### config.mk
export PLATFORM = sky130hd
export DESIGN_NAME = crc_engine_param
export DESIGN_NICKNAME = d
export VERILOG_FILES = /design/src/rtl/crc_engine_param.sv
export SDC_FILE = /design/constraint.sdc
export NUM_CORES = 1
export LEC_CHECK = 0
export BUFFER_PORTS_ARGS = -buffer_cell sky130_fd_sc_hd__buf_2
export CAP_MARGIN = 10
export CORE_UTILIZATION = 50
export CTS_BUF_LIST = sky130_fd_sc_hd__clkbuf_8
export DETAILED_ROUTE_END_ITERATION = 8
export PLACE_DENSITY = 0.74
export SLEW_MARGIN = 20
export SYNTH_ARGS = -nofsm -noshare
export SYNTH_HDL_FRONTEND = slang
export SYNTH_SLANG_ARGS = --single-unit
### constraint.sdc
create_clock -name clk_sys -period 1.88 [get_ports clk_sys]
set_input_delay 0.376 -clock clk_sys [delete_from_list [all_inputs] [get_ports clk_sys]]
set_output_delay 0.376 -clock clk_sys [all_outputs]
set_load 0.1 [all_outputs]
### src/rtl/crc_engine_param.sv
// Parametrised streaming CRC engine: MSB-first, non-reflected, one result per frame.
// Optional CRC_CHK_EN macro adds the crc_exp input and the registered crc_err compare.
module crc_engine_param #(
    parameter int               DATA_W  = 8,
    parameter int               CRC_W   = 8,
    parameter logic [CRC_W-1:0] POLY    = CRC_W'(8'h07),
    parameter logic [CRC_W-1:0] INIT    = CRC_W'(8'hFF),
    parameter logic [CRC_W-1:0] XOR_OUT = CRC_W'(8'h00)
) (
    input  logic                 clk_sys,
    input  logic                 rst_sys,
    input  logic [DATA_W-1:0]    crc_din,
    input  logic                 crc_din_vld,
    input  logic                 crc_sop,
    input  logic                 crc_eop,
    input  logic [DATA_W/8-1:0]  crc_be,
`ifdef CRC_CHK_EN
    input  logic [CRC_W-1:0]     crc_exp,
    output logic                 crc_err,
`endif
    output logic [CRC_W-1:0]     crc_dout,
    output logic                 crc_dout_vld,
    output logic [15:0]          crc_byte_cnt,
    output logic                 crc_busy
);
    localparam int NB = DATA_W / 8;
    localparam int NW = $clog2(NB + 1);

    typedef enum logic {IDLE, ACCUM} state_t;

    state_t                   state, state_nxt;
    logic [CRC_W-1:0]         crc_reg, crc_nxt;
    logic [15:0]              cnt, cnt_base, cnt_nxt;
    logic [16:0]              cnt_sum;
    logic [NB-1:0][7:0]       beat;
    logic [NB:0][CRC_W-1:0]   stage;
    logic [NW-1:0]            be_cnt, n_bytes;
    logic                     run, load, issue;

    // One byte, bit 7 first; feedback is register MSB xor data bit.
    function automatic logic [CRC_W-1:0] crc_byte(input logic [CRC_W-1:0] c,
                                                  input logic [7:0] d);
        logic [CRC_W-1:0] r;
        r = c;
        for (int i = 7; i >= 0; i--)
            r = {r[CRC_W-2:0], 1'b0} ^ ((r[CRC_W-1] ^ d[i]) ? POLY : '0);
        return r;
    endfunction

    assign beat = crc_din;

    // stage[k] is the register after the first k bytes of this beat (MSB byte first).
    always_comb begin
        stage    = '0;
        stage[0] = crc_sop ? INIT : crc_reg;
        for (int k = 0; k < NB; k++)
            stage[k+1] = crc_byte(stage[k], beat[NB-1-k]);
    end

    // Leading ones of crc_be from the MSB; zero means the whole beat.
    always_comb begin
        be_cnt = '0;
        run    = 1'b1;
        for (int i = NB - 1; i >= 0; i--) begin
            if (run && crc_be[i]) be_cnt = be_cnt + NW'(1);
            else                  run    = 1'b0;
        end
        if (crc_be == '0) be_cnt = NW'(NB);
    end

    assign n_bytes  = crc_eop ? be_cnt : NW'(NB);
    assign crc_nxt  = stage[n_bytes];
    assign cnt_base = crc_sop ? 16'h0000 : cnt;
    assign cnt_sum  = {1'b0, cnt_base} + 17'(n_bytes);
    assign cnt_nxt  = cnt_sum[16] ? 16'hFFFF : cnt_sum[15:0];
    assign crc_busy = (state == ACCUM);

    // A sop beat always restarts, so an open frame is simply dropped on re-sop.
    always_comb begin
        state_nxt = state;
        load      = 1'b0;
        issue     = 1'b0;
        if (crc_din_vld && (crc_sop || state == ACCUM)) begin
            if (crc_eop) begin
                issue     = 1'b1;
                state_nxt = IDLE;
            end else begin
                load      = 1'b1;
                state_nxt = ACCUM;
            end
        end
    end

    always_ff @(posedge clk_sys or negedge rst_sys) begin
        if (!rst_sys) begin
            state        <= IDLE;
            crc_reg      <= INIT;
            cnt          <= '0;
            crc_dout     <= '0;
            crc_dout_vld <= 1'b0;
            crc_byte_cnt <= '0;
`ifdef CRC_CHK_EN
            crc_err      <= 1'b0;
`endif
        end else begin
            state        <= state_nxt;
            crc_dout_vld <= issue;
            if (load) begin
                crc_reg <= crc_nxt;
                cnt     <= cnt_nxt;
            end else if (issue) begin
                crc_reg <= INIT;
                cnt     <= '0;
            end
            if (issue) begin
                crc_dout     <= crc_nxt ^ XOR_OUT;
                crc_byte_cnt <= cnt_nxt;
`ifdef CRC_CHK_EN
                crc_err      <= ((crc_nxt ^ XOR_OUT) != crc_exp);
`endif
            end
        end
    end
endmodule

==> results of run 1 <==
[worst max-delay path: cells and delay by family, from the launching register on]
| kind | cells | cell delay, ns |
|---|---|---|
| simple gates | 4 | 1.26 |
| compound gates | 1 | 0.12 |
| flops | 1 | 0.43 |
[per-stage QoR]
step	util	setup slack (ns)	cells	setup TNS (ns)
2_1_floorplan	-	-0.0536	315	-0.0536
5_1_grt	0.636	-0.0544	452	-0.0794
6_report	0.636	0.00578	452	0
3_3_place_gp	0.611	-0.104	443	-0.545
4_1_cts	0.628	0.00432	451	0
3_5_place_dp	0.611	-0.140	443	-1.27
[worst max-delay path by stage]
stage | startpoint | end | slack [ns] | cells past startpoint
after global routing | cnt[3] | cnt[12] | -0.05 | 5
after CTS | cnt[3] | cnt[12] | 0.004 | 5
final | cnt[3] | cnt[12] | 0.006 | 5
after global placement | crc_sop | cnt[12] | -0.10 | 6
after floorplan | cnt[4] | cnt[12] | -0.05 | 7
after detailed placement | crc_sop | cnt[12] | -0.14 | 6
[timing repair]
item                                    in CTS  in global routing
pin swaps                                    0                  2
cloned                                       0                  0
endpoints found under the setup margin       1                 22
buffers inserted                             0                  1
gates resized for setup                      1                  9
[logic make-up after synthesis]
logic type,synth area share
and+or+nand+nor,0.178
AOI/OAI and AO/OA,0.191
DFF,0.432
xor gates and xnor gates,0.134
buffers and inverters,0.0506
muxes,0.0146
[report_power, final]
part	internal [uW]	leakage, uW	switching, uW
sequential	1340	0.000627	159
clock	262	0.0000441	379
combinational	706	0.000907	1620
[layout make-up]
class	instances	area [um2]	area share
multi-input cells	236	1550	0.437
clock buffers	5	68.8	0.0194
inverters	6	22.5	0.00635
flip-flops and latches	50	1260	0.356
clock inverters	3	21.3	0.00600
well taps	72	90.1	0.0254
repair buffers	80	531	0.150
[synth_stat cells (2+ instances only)]
library cell / instances
a21oi_1: 29
a22o_1: 3
a22oi_1: 2
a31oi_1: 3
and3_1: 2
buf_2: 3
buf_4: 3
buf_6: 3
clkbuf_1: 12
dfrtp_1: 42
dfstp_2: 8
inv_1: 5
mux2_2: 2
mux2i_1: 2
nand2_1: 32
nand2b_1: 5
nand3_1: 7
nand4_1: 4
nor2_1: 29
nor2b_1: 2
nor3_1: 5
nor4_1: 2
o211ai_1: 4
o21a_1: 2
o21ai_0: 25
o22a_1: 11
o22ai_1: 5
o31ai_1: 2
or3_1: 4
or4_1: 3
xnor2_1: 23
xnor3_1: 2
xor2_1: 11
xor3_1: 2
[layer usage]
layer | vias up | global-route usage | wire [um]
met3 | 5 | 0.0349 | 331
li1 | 1241 | - | -
met1 | 1219 | 0.337 | 3040
met5 | - | 0 | 0
met2 | 61 | 0.388 | 3300
met4 | 0 | 0.0685 | 44
==> impl_metrics.toml, run 1 <==
[power]
power_uw = 4470
ir_drop_mv = 0.951
power_density_nw_per_um2 = 1260
leakagePower_uw = 0.00158

[floorplanning]
die_w_um = 78.4
die-area_um2 = 6140
rows = 27
die_y_um = 78.4
start_util = 0.523
coreArea_um2 = 5570
ioPinCount = 40

[worst_setup_path]
ff2ff_setup_slack_ns = 0.006
cp_slowest_stage_delay_ns = 0.55
cp_data_required_time_ns = 2.12
cp_max_fo = 4
cp-end-kind = "flop"
critical_path_class = "flop to flop"
critPathSlowestCell = "or4_4"
r2r_end = "cnt[12]"
cp-start-kind = "flop"
r2r-start = "cnt[3]"
r2r_cells = 5
crit_arrival_ns = 2.11
worstPathCellList = "nand4b_4, or4_4, or4_1, and2_4, o211ai_2"

[route]
ant_nets = 0
wire_per_inst_um = 14.9
drt_iter0_markers = 223
finalWirelength_mm = 6.72
vias_per_cell = 5.59
drc = 0
firstDrtPassIters = 4
vias = 2526

[yosys]
seq_area_frac_synth = 0.432
syn-mean-instance-area_um2 = 9.26
synth_warnings = 0
synth-edff-count = 0
yosys-top-cells-area = "dfrtp_1, dfstp_2, xnor2_1, a21oi_1, o21ai_0"
synthCells = 315
syn_area_um2 = 2920
synth_cell_types = 50
ys_seq_elements = 50
dominantRegCellSynth = "dfrtp_1"
ys_async_sr_fraction = 1.00
synth_top_cell_by_area = "dfrtp_1"
yosysTopAreaCellShare = 0.360
syn_nets = 329

[layout]
antenna_cells = 0
largestRegisters = "cnt (16), crc_byte_cnt (16)"
design_area_um2 = 3540
nets = 393
most-common-layout-cells = "dfrtp_1, buf_4, buf_2"
area_delta_synth_final_pct = 21.5
drive_gt1_frac = 0.308
fillers = 504
layout_commonest_cell = "dfrtp_1"

[timing]
tightestPinTransition_ns = 0.506
setup_viol = 0
final.period_utilization = 0.997
relSlewSlack = 0.660
hold_viol_final = 0
finalHoldWorstSlack_ns = 0.0246
drv_slew = 0
grt_setup_unrepaired = "true"
finalClockSkew_ns = 0.00967
fmax_ghz = 0.534
min_period_ns = 1.87

[clocking]
cts_root_buffer = "clkbuf_8"
clockBufferDepth = 2
holdBufCountCts = 0
clk_latency_ns = 0.31
cts_tree = "built"
cts_max_level = 2
cts.sinks = 50
numCtsBuffers = 5
clkSlewWorstSetupHoldPaths_ns = 0.10

[grt]
track_usage = 0.241
grt_max_degree = 51
antenna_found_initial = 0
grt-ovfl-total = 0
grt_pass1_vias = 2359
grt_pass1_wl_mm = 11.5

[placed_design]
place_congestion = 0.842
place_hpwl_mm = 4.83
io_buffers = 38
placed_area_um2 = 3410

[worst_hold_path]
hp-class = "input port to async pin"

[job]
maxCapViolations = 0

[outcome]
status = "finished, final reports clean"
(Power assumes the default switching activity.)
==> run 2, diff against run 1 <==
--- a/config.mk
+++ b/config.mk
@@ -5,12 +5,12 @@
 export SDC_FILE = /design/constraint.sdc
 export NUM_CORES = 1
 export LEC_CHECK = 0
-export BUFFER_PORTS_ARGS = -buffer_cell sky130_fd_sc_hd__buf_2
 export CAP_MARGIN = 10
 export CORE_UTILIZATION = 50
 export CTS_BUF_LIST = sky130_fd_sc_hd__clkbuf_8
 export DETAILED_ROUTE_END_ITERATION = 8
-export PLACE_DENSITY = 0.74
+export DONT_BUFFER_PORTS = 1
+export PLACE_DENSITY = 0.68
 export SLEW_MARGIN = 20
 export SYNTH_ARGS = -nofsm -noshare
 export SYNTH_HDL_FRONTEND = slang
==> run 2 against run 1 <==
The run now ends with negative setup slack left; worst setup slack got worse by 0.0095 ns; global-route usage is 0.47 points lower; first-iteration DRC count is 4.5% lower; highest routed layer unchanged; combinational power increased by 9.4%; via count decreased by 2.5%.
==> impl_metrics.toml, run 2 (synthesis results as in run 1) <==
[clocking]
clk_latency_ns = 0.31
cts_tree = "built"
clockBufferDepth = 2
cts_root_buffer = "clkbuf_8"
cts_max_level = 2
clkSlewWorstSetupHoldPaths_ns = 0.09
cts.sinks = 50
numCtsBuffers = 5

[layout]
most-common-layout-cells = "buf_4, dfrtp_1, nand2_1"
fillers = 488
area_delta_synth_final_pct = 22.5
nets = 378
largestRegisters = "cnt (16), crc_byte_cnt (16)"
layout_commonest_cell = "buf_4"
drive_gt1_frac = 0.271
antenna_cells = 0

[floorplanning]
coreArea_um2 = 5570
die-area_um2 = 6140
rows = 27
die_w_um = 78.4
ioPinCount = 40
start_util = 0.523
die_y_um = 78.4

[route]
wl_met3_um = 343
wire_per_inst_um = 15.5
firstDrtPassIters = 7
ant_nets = 0
vias = 2464
drt_iter0_markers = 213
wl_met2_mm = 3.13
top_layer_used = "met4"
finalWirelength_mm = 6.76
met1_length_mm = 3.19
vias_per_cell = 5.64
drc = 0

[timing]
drv_slew = 0
grt_setup_unrepaired = "true"
finalWorstSetupSlack_ns = -0.00371
min_period_ns = 1.88
fmax_ghz = 0.531
setup_tns_ns = -0.00371
final.period_utilization = 1.00
hold_viol_final = 0
tightestPinTransition_ns = 0.892
relSlewSlack = 0.405
setup_viol = 1
finalClockSkew_ns = 0.00415

[grt]
grt-ovfl-total = 0
antenna_found_initial = 0
track_usage = 0.236
grt_max_degree = 51
grt_pass1_wl_mm = 11.3
grt_pass1_vias = 2347

[power]
power_uw = 4830
power_density_nw_per_um2 = 1350
ir_drop_mv = 1.21
leakagePower_uw = 0.00156

[worst_setup_path]
cp_data_required_time_ns = 2.12
cp_max_fo = 3
cp-start-kind = "flop"
cp-end-kind = "flop"
crit_arrival_ns = 2.12
critical_path_class = "flop to flop"

[worst_hold_path]
hp-class = "input port to flop"

[placed_design]
dp_slack_ns = -0.0349
io_buffers = 0
place_congestion = 0.842
place_hpwl_mm = 4.64

[outcome]
violations = "negative setup slack"
status = "finished with violations"

[job]
maxCapViolations = 0
==> run 2: final timing paths <==
| check | startpoint | to | slack, ns | cells after the start |
|---|---|---|---|---|
| max in group asynchronous | rst_sys | crc_reg[2] | 1.02 | 2 |
| worst max register to register | crc_reg[0] | crc_reg[2] | -0.004 | 5 |
| worst max-delay path | crc_reg[0] | crc_reg[2] | -0.004 | 5 |
| worst min-delay path | crc_eop | crc_busy | 0.14 | 1 |
| worst min register to register | crc_byte_cnt[4] | crc_byte_cnt[4] | 0.50 | 1 |
| min in group asynchronous | rst_sys | crc_dout[2] | 0.57 | 2 |
==> run 2: routing by layer <==
layer  vias to the layer above  global-route usage
met5                         -                   0
met4                         0              0.0722
met3                        12              0.0442
met2                        69               0.375
met1                      1172               0.326
li1                       1211                   -
==> run 2: repair_timing <==
| item | in CTS | in global routing |
|---|---|---|
| setup endpoints to repair | 6 | 18 |
| endpoints found under the hold margin | 50 | 0 |
| hold buffers | 2 | 0 |
| pin swaps | 2 | 5 |
| cloned | 0 | 0 |
| gates resized for setup | 4 | 7 |
| buffers inserted | 1 | 3 |
==> run 2: power breakdown <==
group	switching [uW]	internal (uW)
clock	374	396
sequential	170	1340
combinational	1670	882
total	2210	2620
==> run 2: critical path: stages (launching register included) <==
cell     delay (ns)
dfstp_2        0.54
xor3_1         0.42
nor2_2         0.16
xnor2_2        0.17
xnor3_1        0.32
a31oi_1        0.20
==> run 2: layout make-up <==
class | instances | area, um2 | share of cell area
Multi-Input combinational cell | 236 | 1560 | 0.437
Sequential cell | 50 | 1260 | 0.353
Timing Repair Buffer | 65 | 523 | 0.146
Tap cell | 72 | 90.1 | 0.0252
Clock buffer | 5 | 68.8 | 0.0193
Clock inverter | 3 | 45.0 | 0.0126
Inverter | 6 | 22.5 | 0.00630
==> run 2: through the flow <==
step / cells / instance area [um2] / hold slack (ns) / util
2_1_floorplan: 315 / 2930 / 0.0804 / -
3_3_place_gp: 423 / 3340 / 0.0817 / 0.599
3_5_place_dp: 423 / 3340 / 0.0817 / 0.599
4_1_cts: 434 / 3520 / 0.127 / 0.631
5_1_grt: 437 / 3570 / 0.117 / 0.641
6_report: 437 / 3570 / 0.137 / 0.641
==> run 3, diff against run 2 <==
--- a/config.mk
+++ b/config.mk
@@ -10,7 +10,7 @@
 export CTS_BUF_LIST = sky130_fd_sc_hd__clkbuf_8
 export DETAILED_ROUTE_END_ITERATION = 8
 export DONT_BUFFER_PORTS = 1
-export PLACE_DENSITY = 0.68
+export PLACE_DENSITY = 0.71
 export SLEW_MARGIN = 20
 export SYNTH_ARGS = -nofsm -noshare
 export SYNTH_HDL_FRONTEND = slang
==> run 3 against run 2 <==
The flow now finishes without violations; via count shrank 1.1%; clock skew grew 0.0040 ns; routed wire length shrank 0.25%; hold slack lost 0.0013 ns; non-clock buffer count shrank 5; total power grew 0.21%; core utilization shrank 0.40 points; combinational power shrank 7%; register-to-register slack gained 0.04 ns; count of clock-buffer cells in the layout grew 1; critical path type unchanged.
==> impl_metrics.toml, run 3 (synthesis results as in run 1) <==
[outcome]
status = "finished, final reports clean"

[placed_design]
placed_area_um2 = 3300
io_buffers = 0
place_congestion = 0.823
dp_slack_ns = -0.0741
place_hpwl_mm = 4.62

[floorplanning]
start_util = 0.523
ioPinCount = 40
die_w_um = 78.4
die-area_um2 = 6140
rows = 27
die_y_um = 78.4
coreArea_um2 = 5570

[worst_setup_path]
cp-end-kind = "flop"
crit_path_end = "cnt[12]"
cp.depth = 5
cp-start-kind = "flop"
critical_path_class = "flop to flop"
startpoint = "cnt[5]"
crit_arrival_ns = 2.09
critPathSlowestCell = "or4_4"
cp_top_family = "simple AND/OR/NAND/NOR gates"
r2r_cells = 5
ff2ff_setup_slack_ns = 0.03
crit_buf_inv = 0
r2r_end = "cnt[12]"
worstPathCellList = "nand4b_4, or4_4, or4_4, and2_4, o211ai_2"
path_common_cell = "or4_4"
r2r-start = "cnt[5]"
cp_data_required_time_ns = 2.12
cp_slowest_stage_delay_ns = 0.56
cp_max_fo = 4

[layout]
nets = 373
largestRegisters = "cnt (16), crc_byte_cnt (16)"
most-common-layout-cells = "buf_4, dfrtp_1, nand2_1"
register_area_um2 = 1260
design_area_um2 = 3550
drive_gt1_frac = 0.269
utilization = 0.637
layout_commonest_cell = "buf_4"
antenna_cells = 0
fillers = 465
area_delta_synth_final_pct = 21.7
multiInputGateArea_um2 = 1560

[clocking]
cts_tree = "built"
numCtsBuffers = 5
cts.sinks = 50
cts_root_buffer = "clkbuf_8"
cts_max_level = 2
clkSlewWorstSetupHoldPaths_ns = 0.10
clockBufferDepth = 2
clk_latency_ns = 0.31

[power]
internal_power_uw = 2670
power_uw = 4840
pwr-share-comb = 0.492
leakagePower_uw = 0.00154
power_density_nw_per_um2 = 1360
switching_share = 0.448
pwr-share-seq = 0.314
clock_power_share = 0.195
p_sw_uw = 2170
ir_drop_mv = 1.10

[timing]
final.period_utilization = 0.983
setup_tns_ns = 0
finalWorstSetupSlack_ns = 0.0321
relSlewSlack = 0.413
setup_viol = 0
tightestPinTransition_ns = 0.880
grt_setup_unrepaired = "true"
drv_slew = 0
finalClockSkew_ns = 0.00813
min_period_ns = 1.85
hold_viol_final = 0
fmax_ghz = 0.541

[grt]
antenna_found_initial = 0
track_usage = 0.239
grt_pass1_wl_mm = 11.4
grt_max_degree = 51
grt-ovfl-total = 0
grt_pass1_vias = 2342

[route]
ant_nets = 0
vias_per_cell = 5.64
drc = 0
vias = 2436
finalWirelength_mm = 6.75
firstDrtPassIters = 4
drt_iter0_markers = 191
wire_per_inst_um = 15.6

[job]
maxCapViolations = 0

[worst_hold_path]
hp-class = "input port to flop"
min_from = "crc_eop"
==> run 3: cell type report <==
class	instances	share of cell area
clock buffer	6	0.0233
sequential	50	0.356
clock inverter	2	0.0169
inverter	6	0.00634
timing repair buffer	60	0.133
multi-input combinational	236	0.439
tap	72	0.0254
==> run 3: metal layers <==
layer	wire, um	global-route usage	vias to the layer above
li1	-	-	1197
met1	3280	0.330	1175
met2	3160	0.385	59
met3	239	0.0488	5
met4	62	0.0574	0
met5	0	0	-
==> run 3: worst min-delay path by stage <==
stage | endpoint | depth (start not counted) | slack [ns]
floorplan | cnt[0] | 0 | 0.08
global placement | crc_dout[1] | 0 | 0.08
detailed placement | crc_dout[5] | 0 | 0.08
CTS | crc_busy | 1 | 0.13
global route | cnt[11] | 1 | 0.13
finish | crc_busy | 1 | 0.14
==> run 3: power by group through the flow <==
| stage | sequential [uW] | combinational [uW] | clock [uW] |
|---|---|---|---|
| floorplan | 2470 | 883 | 0 |
| global placement | 1520 | 2220 | 0 |
| detailed placement | 1540 | 2270 | 0 |
| CTS | 1520 | 2330 | 957 |
| global route | 1540 | 2520 | 993 |
| finish | 1520 | 2380 | 943 |
==> run 3: per-stage QoR <==
step / std cells / hold slack (ns)
final: 432 / 0.136
after global placement: 419 / 0.0820
after detailed placement: 419 / 0.0814
after CTS: 430 / 0.128
after global routing: 432 / 0.129
after floorplan: 315 / 0.0804
==> run 3: timing repair <==
item / in CTS / in global routing
resized for setup: 3 / 11
hold buffers: 2 / 0
cloned: 0 / 0
endpoints found under the hold margin: 50 / 0
pin swaps: 1 / 4
setup endpoints to repair: 4 / 25
setup buffers: 1 / 2
